$ cat src/rtl/des_pkg.sv
// -----------------------------------------------------------------------------
// des_pkg
// Shared constants and helpers for the DES datapath and its output buffer.
//   DES_BLOCK_W  : width of one DES block in bits
//   DES_BYTES    : bytes per block on the byte stream
//   DES_PIPE_LAT : latency of the fully pipelined DES core (cycles)
// -----------------------------------------------------------------------------
package des_pkg;

  localparam int DES_BLOCK_W  = 64;
  localparam int DES_BYTES    = 8;
  localparam int DES_PIPE_LAT = 18;

  // Per-head view of the output buffer: nothing to send, or a block at the head.
  typedef enum logic {
    OB_IDLE = 1'b0,
    OB_SEND = 1'b1
  } ob_state_e;

  // Byte idx of a block, idx 0 being the most significant byte.
  function automatic logic [7:0] block_byte(input logic [DES_BLOCK_W-1:0] blk,
                                            input logic [2:0] idx);
    logic [5:0] lsb;
    lsb = {3'd7 - idx, 3'b000};
    return blk[lsb +: 8];
  endfunction

endpackage

$ cat src/rtl/des_fifo.sv
// -----------------------------------------------------------------------------
// des_fifo
// Generic synchronous FIFO with a combinational head.
//   clk_i      : clock, rising edge
//   reset_i    : asynchronous active-low reset
//   wr_en_i    : write wr_data_i (accepted when not full, or full with a read)
//   wr_data_i  : write data
//   rd_en_i    : pop the head (ignored when empty)
//   rd_data_o  : current head entry
//   count_o    : number of stored entries
//   full_o     : count_o == DEPTH
//   empty_o    : count_o == 0
// -----------------------------------------------------------------------------
module des_fifo #(
  parameter int WIDTH = 64,
  parameter int DEPTH = 4
) (
  input  logic                       clk_i,
  input  logic                       reset_i,
  input  logic                       wr_en_i,
  input  logic [WIDTH-1:0]           wr_data_i,
  input  logic                       rd_en_i,
  output logic [WIDTH-1:0]           rd_data_o,
  output logic [$clog2(DEPTH+1)-1:0] count_o,
  output logic                       full_o,
  output logic                       empty_o
);

  localparam int AW = $clog2(DEPTH);
  localparam int CW = $clog2(DEPTH+1);
  localparam logic [CW-1:0] DEPTH_C = CW'(DEPTH);

  logic [WIDTH-1:0] mem_q [DEPTH];
  logic [AW-1:0]    wr_ptr_q;
  logic [AW-1:0]    rd_ptr_q;
  logic [CW-1:0]    count_q;
  logic [CW-1:0]    count_d;
  logic             do_rd_s;
  logic             do_wr_s;

  assign empty_o   = (count_q == '0);
  assign full_o    = (count_q == DEPTH_C);
  assign do_rd_s   = rd_en_i & ~empty_o;
  // A full FIFO still takes a write when the head leaves in the same cycle.
  assign do_wr_s   = wr_en_i & (~full_o | do_rd_s);
  assign rd_data_o = mem_q[rd_ptr_q];
  assign count_o   = count_q;

  // Next occupancy from the write/read pair.
  always_comb begin
    count_d = count_q;
    case ({do_wr_s, do_rd_s})
      2'b10:   count_d = count_q + CW'(1);
      2'b01:   count_d = count_q - CW'(1);
      default: count_d = count_q;
    endcase
  end

  // Pointers and occupancy; pointers wrap naturally since DEPTH is a power of two.
  always_ff @(posedge clk_i or negedge reset_i) begin
    if (!reset_i) begin
      wr_ptr_q <= '0;
      rd_ptr_q <= '0;
      count_q  <= '0;
    end else begin
      count_q <= count_d;
      if (do_wr_s) begin
        wr_ptr_q <= wr_ptr_q + AW'(1);
      end
      if (do_rd_s) begin
        rd_ptr_q <= rd_ptr_q + AW'(1);
      end
    end
  end

  // Storage array, cleared on reset so no stale block can ever be presented.
  always_ff @(posedge clk_i or negedge reset_i) begin
    if (!reset_i) begin
      for (int i = 0; i < DEPTH; i++) begin
        mem_q[i] <= '0;
      end
    end else if (do_wr_s) begin
      mem_q[wr_ptr_q] <= wr_data_i;
    end
  end

endmodule

$ cat src/rtl/des_out_buffer.sv
// -----------------------------------------------------------------------------
// des_out_buffer
// Credit-gated result buffer behind the 18-cycle DES pipeline. Counts blocks in
// flight plus blocks held, stores finished blocks, and streams each block as
// 8 bytes (most significant first) over a ready/valid byte interface.
//   clk_i        : clock, rising edge
//   reset_i      : asynchronous active-low reset (also resets the core)
//   issue_i      : a block entered the core this cycle
//   issue_ok_o   : upstream may issue this cycle (a buffer slot is guaranteed)
//   valid_i      : core output valid; data_i holds a finished block
//   data_i       : finished block, bit 0 is DES bit 1 (MSB)
//   byte_o       : current output byte (0 when nothing is buffered)
//   byte_valid_o : byte_o valid
//   byte_ready_i : sink takes byte_o when high together with byte_valid_o
//   overflow_o   : sticky protocol error (issue without credit, or dropped block)
// -----------------------------------------------------------------------------
module des_out_buffer
  import des_pkg::*;
#(
  parameter int DEPTH = 4
) (
  input  logic        clk_i,
  input  logic        reset_i,
  input  logic        issue_i,
  output logic        issue_ok_o,
  input  logic        valid_i,
  input  logic [0:63] data_i,
  output logic [7:0]  byte_o,
  output logic        byte_valid_o,
  input  logic        byte_ready_i,
  output logic        overflow_o
);

  localparam int CW = $clog2(DEPTH+1);
  localparam logic [CW-1:0] DEPTH_C = CW'(DEPTH);
  localparam logic [2:0]    LAST_IDX = 3'(DES_BYTES - 1);

  ob_state_e              state_q;
  logic [2:0]             idx_q;
  logic [2:0]             idx_d;
  logic [CW-1:0]          credits_q;
  logic [CW-1:0]          credits_d;
  logic                   overflow_q;
  logic                   overflow_d;

  logic [DES_BLOCK_W-1:0] wr_data_s;
  logic [DES_BLOCK_W-1:0] head_s;
  logic [CW-1:0]          fifo_count_s;
  logic                   fifo_full_s;
  logic                   fifo_empty_s;
  logic                   xfer_s;
  logic                   pop_s;
  logic                   pop_dec_s;
  logic                   wr_acc_s;
  logic                   issue_ok_s;
  logic                   issue_acc_s;

  // data_i[0] is the MSB, so a straight packed copy keeps significance.
  assign wr_data_s    = data_i;

  assign byte_valid_o = (state_q == OB_SEND);
  assign xfer_s       = byte_valid_o & ~fifo_empty_s & byte_ready_i;
  assign pop_s        = xfer_s & (idx_q == LAST_IDX);
  assign wr_acc_s     = valid_i & (~fifo_full_s | pop_s);

  // Only the registered counter feeds issue_ok_o, so byte_ready_i never reaches it.
  assign issue_ok_s   = (credits_q < DEPTH_C);
  assign issue_ok_o   = issue_ok_s;
  assign issue_acc_s  = issue_i & issue_ok_s;
  // Guard against an unmatched pop (core output without a counted issue).
  assign pop_dec_s    = pop_s & (credits_q != '0);

  assign overflow_o   = overflow_q;

  des_fifo #(
    .WIDTH (DES_BLOCK_W),
    .DEPTH (DEPTH)
  ) u_fifo (
    .clk_i     (clk_i),
    .reset_i   (reset_i),
    .wr_en_i   (wr_acc_s),
    .wr_data_i (wr_data_s),
    .rd_en_i   (pop_s),
    .rd_data_o (head_s),
    .count_o   (fifo_count_s),
    .full_o    (fifo_full_s),
    .empty_o   (fifo_empty_s)
  );

  // Byte mux: head byte selected by the byte index, zero when idle.
  always_comb begin
    byte_o = 8'h00;
    if (byte_valid_o) begin
      byte_o = block_byte(head_s, idx_q);
    end else begin
      byte_o = 8'h00;
    end
  end

  // Next byte index, credit count and sticky error.
  always_comb begin
    idx_d      = idx_q;
    credits_d  = credits_q;
    overflow_d = overflow_q;

    if (xfer_s) begin
      if (idx_q == LAST_IDX) begin
        idx_d = 3'd0;
      end else begin
        idx_d = idx_q + 3'd1;
      end
    end else begin
      idx_d = idx_q;
    end

    case ({issue_acc_s, pop_dec_s})
      2'b10:   credits_d = credits_q + CW'(1);
      2'b01:   credits_d = credits_q - CW'(1);
      default: credits_d = credits_q;
    endcase

    if ((issue_i & ~issue_ok_s) | (valid_i & ~wr_acc_s)) begin
      overflow_d = 1'b1;
    end else begin
      overflow_d = overflow_q;
    end
  end

  // Registers for byte index, credits and the error flag.
  always_ff @(posedge clk_i or negedge reset_i) begin
    if (!reset_i) begin
      idx_q      <= 3'd0;
      credits_q  <= '0;
      overflow_q <= 1'b0;
    end else begin
      idx_q      <= idx_d;
      credits_q  <= credits_d;
      overflow_q <= overflow_d;
    end
  end

  // Head state: SEND whenever at least one block is buffered.
  always_ff @(posedge clk_i or negedge reset_i) begin
    if (!reset_i) begin
      state_q <= OB_IDLE;
    end else begin
      case (state_q)
        OB_IDLE: begin
          if (wr_acc_s) begin
            state_q <= OB_SEND;
          end else begin
            state_q <= OB_IDLE;
          end
        end
        OB_SEND: begin
          // Last block leaves with nothing arriving behind it.
          if (pop_s && (fifo_count_s == CW'(1)) && !wr_acc_s) begin
            state_q <= OB_IDLE;
          end else begin
            state_q <= OB_SEND;
          end
        end
        default: state_q <= OB_IDLE;
      endcase
    end
  end

endmodule
$ cat config.mk
export PLATFORM = sky130hd
export DESIGN_NAME = des_out_buffer
export DESIGN_NICKNAME = d
export VERILOG_FILES = /design/src/rtl/des_pkg.sv /design/src/rtl/des_fifo.sv /design/src/rtl/des_out_buffer.sv
export SDC_FILE = /design/constraint.sdc
export NUM_CORES = 1
export LEC_CHECK = 0
export CORE_MARGIN = 4
export CORE_UTILIZATION = 30
export CTS_BUF_LIST = sky130_fd_sc_hd__clkbuf_4
export DETAILED_ROUTE_END_ITERATION = 7
export PLACE_DENSITY_LB_ADDON = 0.1
export SLEW_MARGIN = 10
export SYNTH_ARGS = -nofsm -noshare
export SYNTH_HDL_FRONTEND = slang
export SYNTH_SLANG_ARGS = --single-unit
$ cat constraint.sdc
create_clock -name clk_i -period 7.5 [get_ports clk_i]
set_clock_uncertainty 0.15 [all_clocks]
set_input_delay 1.125 -clock clk_i [delete_from_list [all_inputs] [get_ports clk_i]]
set_output_delay 1.125 -clock clk_i [all_outputs]
set_load 0.01 [all_outputs]
==> results of run 1 <==
==> sequential cells by signal (all words and copies together) (netlist names) <==
signal and count:
overflow_o 1, u_fifo.rd_ptr_q 2, u_fifo.mem_q 256, credits_q 3, u_fifo.count_o 3, idx_q 3, u_fifo.wr_ptr_q 2, byte_valid_o 1
==> cells by family after synthesis <==
logic type,Yosys count,synth area share
fa+ha+maj,13,0.0137
simple gates,23,0.00877
compound gates,48,0.0280
xor+xnor,9,0.00635
mux,349,0.370
flops,271,0.546
buf+inv,60,0.0269
==> cell usage after synthesis (8+ instances only) <==
master | n | area share
buf_2 | 29 | 0.012
buf_4 | 9 | 0.0054
dfrtp_1 | 271 | 0.55
ha_1 | 12 | 0.012
inv_1 | 13 | 0.0039
mux2_2 | 274 | 0.25
mux2i_1 | 18 | 0.015
mux4_1 | 11 | 0.023
mux4_2 | 46 | 0.083
o21ai_0 | 12 | 0.0048
o221ai_1 | 8 | 0.0056
xnor2_1 | 8 | 0.0056
==> per-stage QoR <==
step / instance area, um2 / cells / power [W] / utilization / hold slack [ps]
final: 14600 / 1488 / 0.00679 / 0.359 / 346
after global routing: 14600 / 1487 / 0.00727 / 0.359 / 361
after CTS: 14600 / 1486 / 0.00694 / 0.359 / 307
after detailed placement: 13700 / 1347 / 0.00554 / 0.335 / 336
after global placement: 13700 / 1347 / 0.00541 / 0.335 / 311
after floorplan: 12400 / 773 / 0.00460 / - / 318
==> area by class of cell <==
class / count / area share
timing repair buffer: 88 / 0.0598
tap: 532 / 0.0454
multi-input combinational: 442 / 0.362
clock inverter: 28 / 0.00914
sequential: 271 / 0.463
clock buffer: 111 / 0.0569
antenna: 2 / 0.000342
inverter: 14 / 0.00359
==> per-layer routing <==
| metal | global-route usage | wire, um | up-vias |
|---|---|---|---|
| met3 | 0.0344 | 1310 | 51 |
| li1 | - | - | 3205 |
| met2 | 0.255 | 16600 | 156 |
| met5 | 0 | 0 | - |
| met4 | 0.0478 | 576 | 0 |
| met1 | 0.188 | 14000 | 3974 |
==> path summary, 6_finish.rpt <==
path,slack (ps),endpoint,startpoint,cells past startpoint
max,2270,byte_o[6],idx_q[0],6
min,350,credits_q[0],reset_i,1
max reg2reg,3750,u_fifo.mem_q[73],idx_q[0],7
min reg2reg,350,u_fifo.mem_q[108],u_fifo.mem_q[108],1
max in group asynchronous,5390,u_fifo.rd_ptr_q[1],reset_i,2
min in group clk_i,350,u_fifo.mem_q[108],u_fifo.mem_q[108],1
==> report_power, final <==
group / switching (W) / total [W] / leakage, nW / internal [W]
combinational: 0.00113 / 0.00273 / 2.36 / 0.00160
clock: 0.000623 / 0.00134 / 0.580 / 0.000715
sequential: 0.000506 / 0.00272 / 3.22 / 0.00221
total: 0.00226 / 0.00679 / 6.15 / 0.00453
==> impl_metrics.env, run 1 <==
export IMPL_outcome="finished clean"
export IMPL_fin_crit_ps=5230
export IMPL_clk_path_buf_depth=3
export IMPL_cts_hold_buf=0
export IMPL_ys_seq_area_frac=0.546
export IMPL_firstDrtPassIters=6
export IMPL_row_count=74
export IMPL_grt_first_pass_wirelength_um=50700
export IMPL_slew_headroom=0.267
export IMPL_synth_flop_cell="dfrtp_1"
export IMPL_end_kind="output pin"
export IMPL_leakage_nw=6.15
export IMPL_antenna_left=0
export IMPL_hp_class="primary input to async pin"
export IMPL_syn_nets=855
export IMPL_final_seq_area_um2=6790
export IMPL_ios=80
export IMPL_dp_worst_setup_slack_ps=2990
export IMPL_cp_max_fo=35
export IMPL_finalHoldViolations=0
export IMPL_synth_edf_count=0
export IMPL_clkSinkCount=271
export IMPL_layout_drive_gt1_share=0.478
export IMPL_grt_total_usage=0.149
export IMPL_start_util=0.304
export IMPL_tightest_slew_ps=1100
export IMPL_grt_overflow=0
export IMPL_final_common_cell="mux2_2"
export IMPL_die_h_um=211
export IMPL_hpwl_um=20200
export IMPL_cts_made_buffers=78
export IMPL_cp_slowest_stage_delay_ps=920
export IMPL_finalCritPeriodShare=0.698
export IMPL_power_density_nw_per_um2=463
export IMPL_crit_type="flop to output pin"
export IMPL_cap_violations=0
export IMPL_io_buffers=79
export IMPL_routed_wl_um=32500
export IMPL_cp_top_family="buffers and inverters"
export IMPL_synthCells=773
export IMPL_clk_pin_slew_ps=60
export IMPL_multi_input_comb_area_um2=5300
export IMPL_drt_iter0_markers=257
export IMPL_arrival_ps=3960
export IMPL_async_flop_share=1.00
export IMPL_layout_common_cells="mux2_2 (274), dfrtp_1 (269), clkbuf_4 (111), clkdlybuf4s50_1 (78), mux4_2 (46)"
export IMPL_slowest_stage="dfrtp_2"
export IMPL_area_growth_pct=18.0
export IMPL_die_x_um=211
export IMPL_avgRoutedWirePerCell_um=21.8
export IMPL_drc=0
export IMPL_vias_per_cell=4.96
export IMPL_dr_total_vias=7386
export IMPL_setup_tns_ps=0
export IMPL_htree_num_levels=3
export IMPL_cts_tree="done"
export IMPL_ys_ff_latch=271
export IMPL_rsz0062_at_grt="no"
export IMPL_cts_resized=0
export IMPL_grt_max_degree=157
export IMPL_grt_pass1_vias=8449
export IMPL_filler_cell_count=3893
export IMPL_worst_slack_ps=2270
export IMPL_post_cts_repair_setup_buffers=0
export IMPL_crit_buf_inv=2
export IMPL_synth_cell_types=34
export IMPL_synth_cell_area_um2=12400
export IMPL_clk_latency_ps=720
export IMPL_fmax_mhz=191
export IMPL_core_area_um2=40800
export IMPL_die_area_um2=44700
export IMPL_required_ps=6220
export IMPL_ir_worst_vdd_v=0.000228
export IMPL_gp_congestion=0.762
export IMPL_nets=977
export IMPL_slew_viol_final=0
export IMPL_start_kind="flop"
export IMPL_grt_antenna_before_repair=3
export IMPL_ys_warn_count=0
export IMPL_path_cells="buf_4 > mux2i_1 > a221oi_1 > o21ai_0 > a31oi_1 > clkdlybuf4s50_1"
export IMPL_root_buffer="clkbuf_4"
export IMPL_avgSynthCellArea_um2=16.1
export IMPL_setup_viol=0
Note: power is estimated with default switching activity, not from simulation.
==> inputs of run 2 (changes only) <==
==> constraint.sdc (replaced) <==
create_clock -name clk_i -period 4.5 [get_ports clk_i]
set_clock_uncertainty 0.15 [all_clocks]
set_input_delay 0.675 -clock clk_i [delete_from_list [all_inputs] [get_ports clk_i]]
set_output_delay 0.675 -clock clk_i [all_outputs]
set_load 0.01 [all_outputs]
==> run 2 against run 1 <==
Net effect: non-clock buffer count up 16; sequential share of layout area fell by 0.66 points; hold slack worse by 7.5 ps; routed wire length up 0.63%; combinational power rose by 77%; critical path type unchanged; largest cell class unchanged.
==> impl_metrics.env, run 2 (synthesis gave the netlist of run 1 again) <==
export IMPL_outcome="finished clean"
export IMPL_htree_num_levels=3
export IMPL_io_buffers=79
export IMPL_r2r_end="credits_q[2]"
export IMPL_ios=80
export IMPL_layout_drive_gt1_share=0.492
export IMPL_root_buffer="clkbuf_4"
export IMPL_core_area_um2=40800
export IMPL_area_growth_pct=19.7
export IMPL_slew_headroom=0.306
export IMPL_power_w=0.0115
export IMPL_worst_slack_ps=305
export IMPL_start_util=0.304
export IMPL_r2r_cells=12
export IMPL_clkSinkCount=271
export IMPL_power_density_nw_per_um2=774
export IMPL_largest_register_ffs=256
export IMPL_grt_overflow=0
export IMPL_end_kind="output pin"
export IMPL_die_x_um=211
export IMPL_start_kind="flop"
export IMPL_hold_depth=2
export IMPL_antenna_left=0
export IMPL_final_instance_count_excl_fill=1506
export IMPL_fmax_mhz=238
export IMPL_path_cells="buf_12 > mux2i_1 > a221oi_1 > o21ai_0 > a31oi_1 > clkdlybuf4s50_1"
export IMPL_finalCritPeriodShare=0.932
export IMPL_tightest_slew_ps=1040
export IMPL_clk_pin_slew_ps=60
export IMPL_layout_common_cells="mux2_2 (274), dfrtp_1 (269), clkbuf_4 (118), clkdlybuf4s50_1 (78), mux4_2 (46)"
export IMPL_cts_made_buffers=82
export IMPL_routed_wl_um=32700
export IMPL_dp_worst_setup_slack_ps=809
export IMPL_firstDrtPassIters=4
export IMPL_die_area_um2=44700
export IMPL_hp_start="overflow_o"
export IMPL_final_util=0.364
export IMPL_rrSetupSlack_ps=1400
export IMPL_final_common_cell="mux2_2"
export IMPL_gp_congestion=0.728
export IMPL_regMostFlops="u_fifo.mem_q"
export IMPL_cp_slowest_stage_delay_ps=630
export IMPL_hp_class="flop to flop"
export IMPL_post_place_cells=1359
export IMPL_clk_path_buf_depth=3
export IMPL_cp_max_fo=24
export IMPL_crit_type="flop to output pin"
export IMPL_whs_endpoint="overflow_o"
export IMPL_grt_max_degree=129
export IMPL_leakage_nw=6.26
export IMPL_setup_tns_ps=0
export IMPL_finalHoldViolations=0
export IMPL_cts_tree="done"
export IMPL_grt_antenna_before_repair=5
export IMPL_setup_viol=0
export IMPL_cap_violations=0
export IMPL_r2r_start="idx_q[1]"
export IMPL_rsz0062_at_grt="no"
export IMPL_dr_total_vias=7391
export IMPL_clk_latency_ps=770
export IMPL_avgRoutedWirePerCell_um=21.7
export IMPL_drc=0
export IMPL_grt_first_pass_wirelength_um=50900
export IMPL_die_h_um=211
export IMPL_vias_per_cell=4.91
export IMPL_arrival_ps=3370
export IMPL_nets=997
export IMPL_slowest_stage="clkdlybuf4s50_1"
export IMPL_fin_crit_ps=4190
export IMPL_row_count=74
export IMPL_slew_viol_final=0
export IMPL_drt_iter0_markers=249
export IMPL_cts_resized=0
export IMPL_hpwl_um=21400
export IMPL_ir_worst_vdd_v=0.000548
export IMPL_grt_total_usage=0.149
export IMPL_grt_pass1_vias=8509
export IMPL_required_ps=3670
[run 2: cell types whose count changed in the layout (fill, tap and decap cells not counted), moves of 2 or more]
cell	before	now
buf_12	1	7
buf_4	8	17
clkbuf_4	111	118
clkinv_1	22	16
diode_2	2	4
[run 2: how the worst max path moves through the flow]
stage,slack (ps),end,start,cells after the start
2_1_floorplan,1870,credits_q[2],u_fifo.count_o[0],10
3_3_place_gp,830,byte_o[2],u_fifo.rd_ptr_q[1],6
3_5_place_dp,810,byte_o[2],u_fifo.rd_ptr_q[1],6
4_1_cts,190,byte_o[1],idx_q[0],6
5_1_grt,50,byte_o[1],idx_q[0],6
6_report,310,byte_o[1],idx_q[0],6
[run 2: worst max-delay path, delay by kind of cell (launching register included)]
kind | cells | cell delay [ps]
DFF | 1 | 580
muxes | 1 | 100
AOI/OAI and AO/OA | 3 | 1000
buffers and inverters | 2 | 880
[run 2: cell type report]
cell class,instances,area (um2)
Antenna cell,4,10.0
Sequential cell,271,6790
Tap cell,532,666
Clock inverter,21,88.8
Clock buffer,118,886
Multi-Input combinational cell,442,5300
Inverter,14,52.6
Timing Repair Buffer,104,1070
Fill cell,3863,26000
[run 2: where the power goes]
part	switching, W	leakage, nW	internal, W	total [W]
sequential	0.000713	3.22	0.00369	0.00441
clock	0.00107	0.585	0.00119	0.00226
combinational	0.00206	2.46	0.00278	0.00484
total	0.00384	6.26	0.00766	0.0115
[run 2: per-stage QoR]
step / area [um2] / hold slack, ps
6_report: 14900 / 338
5_1_grt: 14900 / 358
4_1_cts: 14800 / 343
3_5_place_dp: 13800 / 332
3_3_place_gp: 13800 / 326
2_1_floorplan: 12400 / 229
[run 2: what timing repair did]
item,CTS,global route
endpoints found under the hold margin,124,0
setup buffers,3,0
hold buffers,1,0
endpoints found under the setup margin,1,0
[run 2: layer usage]
layer,global-route usage,up-vias,share of wire
met4,0.0498,4,0.021
met1,0.187,3908,0.43
li1,-,3245,-
met2,0.251,172,0.50
met3,0.0421,62,0.051
met5,0,-,0.00083
==> inputs of run 3 (changes only) <==
--- a/config.mk
+++ b/config.mk
@@ -6,10 +6,11 @@
 export NUM_CORES = 1
 export LEC_CHECK = 0
 export CORE_MARGIN = 4
-export CORE_UTILIZATION = 30
+export CORE_UTILIZATION = 56
 export CTS_BUF_LIST = sky130_fd_sc_hd__clkbuf_4
 export DETAILED_ROUTE_END_ITERATION = 7
 export PLACE_DENSITY_LB_ADDON = 0.1
+export REMOVE_ABC_BUFFERS = 1
 export SLEW_MARGIN = 10
 export SYNTH_ARGS = -nofsm -noshare
 export SYNTH_HDL_FRONTEND = slang
==> run 3 against run 2 <==
Net effect: utilization grew 29 points; first-iteration DRC count grew 0.40%; combinational power decreased by 6.8%; final area is 3.9% lower; register-to-register slack got worse by 300 ps; largest power group unchanged; die area down 45%; hold slack worse by 320 ps.
==> impl_metrics.env, run 3 (synthesis gave the netlist of run 1 again) <==
export IMPL_outcome="finished clean"
export IMPL_clk_pin_slew_ps=70
export IMPL_die_h_um=157
export IMPL_largest_register_ffs=256
export IMPL_grt_antenna_before_repair=1
export IMPL_drt_iter0_markers=250
export IMPL_start_kind="flop"
export IMPL_cp_max_fo=23
export IMPL_fmax_mhz=237
export IMPL_power_density_nw_per_um2=767
export IMPL_required_ps=3670
export IMPL_cp_top_family="multiplexers"
export IMPL_io_buffers=79
export IMPL_grt_pass1_vias=8390
export IMPL_path_cells="buf_12 > mux4_2 > mux2_2 > o221ai_1 > a31oi_1 > clkdlybuf4s50_1"
export IMPL_holdWs_ps=13.5
export IMPL_routed_wl_um=27000
export IMPL_filler_cell_count=1572
export IMPL_seq_power_share=0.406
export IMPL_tightest_slew_ps=1050
export IMPL_layout_common_cells="mux2_2 (274), dfrtp_1 (269), clkbuf_4 (102), clkdlybuf4s50_1 (78), mux4_2 (46)"
export IMPL_slowest_stage="dfrtp_4"
export IMPL_row_count=54
export IMPL_post_cts_repair_setup_buffers=0
export IMPL_dr_total_vias=7271
export IMPL_crit_start="u_fifo.rd_ptr_q[1]"
export IMPL_die_area_um2=24600
export IMPL_slew_viol_final=0
export IMPL_gp_congestion=0.768
export IMPL_clkSinkCount=271
export IMPL_combPwrFrac=0.412
export IMPL_fin_crit_ps=4220
export IMPL_nets=979
export IMPL_core_area_um2=21800
export IMPL_arrival_ps=3400
export IMPL_clk_latency_ps=650
export IMPL_switchingPower_w=0.00351
export IMPL_hp_class="primary input to async pin"
export IMPL_root_buffer="clkbuf_4"
export IMPL_ir_worst_vdd_v=0.000322
export IMPL_cts_hold_buf=0
export IMPL_grt_overflow=0
export IMPL_ios=80
export IMPL_antenna_left=0
export IMPL_grt_first_pass_wirelength_um=44400
export IMPL_finalHoldViolations=0
export IMPL_avgRoutedWirePerCell_um=22.1
export IMPL_multi_input_comb_area_um2=5300
export IMPL_area_growth_pct=15.1
export IMPL_cap_violations=0
export IMPL_grt_total_usage=0.231
export IMPL_rsz0062_at_grt="no"
export IMPL_grt_max_degree=136
export IMPL_vias_per_cell=5.95
export IMPL_crit_buf_inv=2
export IMPL_layout_drive_gt1_share=0.483
export IMPL_cp_slowest_stage_delay_ps=690
export IMPL_firstDrtPassIters=4
export IMPL_regMostFlops="u_fifo.mem_q"
export IMPL_leakage_nw=6.13
export IMPL_cts_made_buffers=72
export IMPL_r2r_start="idx_q[0]"
export IMPL_final_common_cell="mux2_2"
export IMPL_setup_tns_ps=0
export IMPL_finalCritPeriodShare=0.939
export IMPL_start_util=0.569
export IMPL_crit_type="flop to output pin"
export IMPL_hpwl_um=16900
export IMPL_cts_resized=0
export IMPL_htree_num_levels=3
export IMPL_setup_viol=0
export IMPL_drc=0
export IMPL_end_kind="output pin"
export IMPL_switching_share=0.321
export IMPL_internal_power_w=0.00744
export IMPL_die_x_um=157
export IMPL_final_seq_area_um2=6790
export IMPL_slew_headroom=0.299
export IMPL_power_share_clock=0.183
export IMPL_cts_tree="done"
export IMPL_clk_path_buf_depth=3
==> run 3: cell types whose count changed in the layout (fill, tap and decap cells not counted), moves of 2 or more <==
cell,delta
diode_2,-3
buf_12,-4
clkinv_1,-5
clkbuf_4,-16
buf_4,-3
clkinv_2,+2
==> run 3: power groups by stage <==
| stage | combinational [W] | clock, W | sequential, W |
|---|---|---|---|
| 3_3_place_gp | 0.00440 | 0 | 0.00438 |
| 4_1_cts | 0.00457 | 0.00208 | 0.00444 |
| 3_5_place_dp | 0.00456 | 0 | 0.00448 |
| 2_1_floorplan | 0.00326 | 0 | 0.00432 |
| 6_report | 0.00451 | 0.00200 | 0.00444 |
| 5_1_grt | 0.00487 | 0.00222 | 0.00458 |
==> run 3: final timing paths <==
kind | endpoint | cells past startpoint | slack (ps)
min | u_fifo.mem_q[177] | 1 | 10
min reg2reg | u_fifo.mem_q[111] | 1 | 350
min in group clk_i | u_fifo.mem_q[111] | 1 | 350
max | byte_o[6] | 6 | 280
max reg2reg | credits_q[2] | 12 | 1100
max in group asynchronous | idx_q[1] | 2 | 3130
==> run 3: final cells by class <==
class / instances / area share
antenna: 1 / 0.000175
clock buffer: 102 / 0.0536
clock inverter: 17 / 0.00473
inverter: 14 / 0.00368
multi-input combinational: 442 / 0.371
sequential: 271 / 0.475
tap: 280 / 0.0245
timing repair buffer: 96 / 0.0673
==> run 3: stage by stage <==
step	utilization	area, um2	setup slack (ps)	power [W]	std cells
floorplan	-	12100	379	0.00757	727
CTS	0.654	14300	175	0.0111	1222
global placement	0.616	13400	898	0.00878	1103
global route	0.654	14300	139	0.0117	1223
finish	0.654	14300	276	0.0110	1223
detailed placement	0.616	13400	891	0.00904	1103
==> run 3: per-layer routing <==
metal,vias up,part of all wire,GRT usage
met3,44,0.041,0.0434
met5,-,0,0
met2,150,0.51,0.394
met1,3871,0.43,0.299
met4,0,0.020,0.0793
li1,3206,-,-
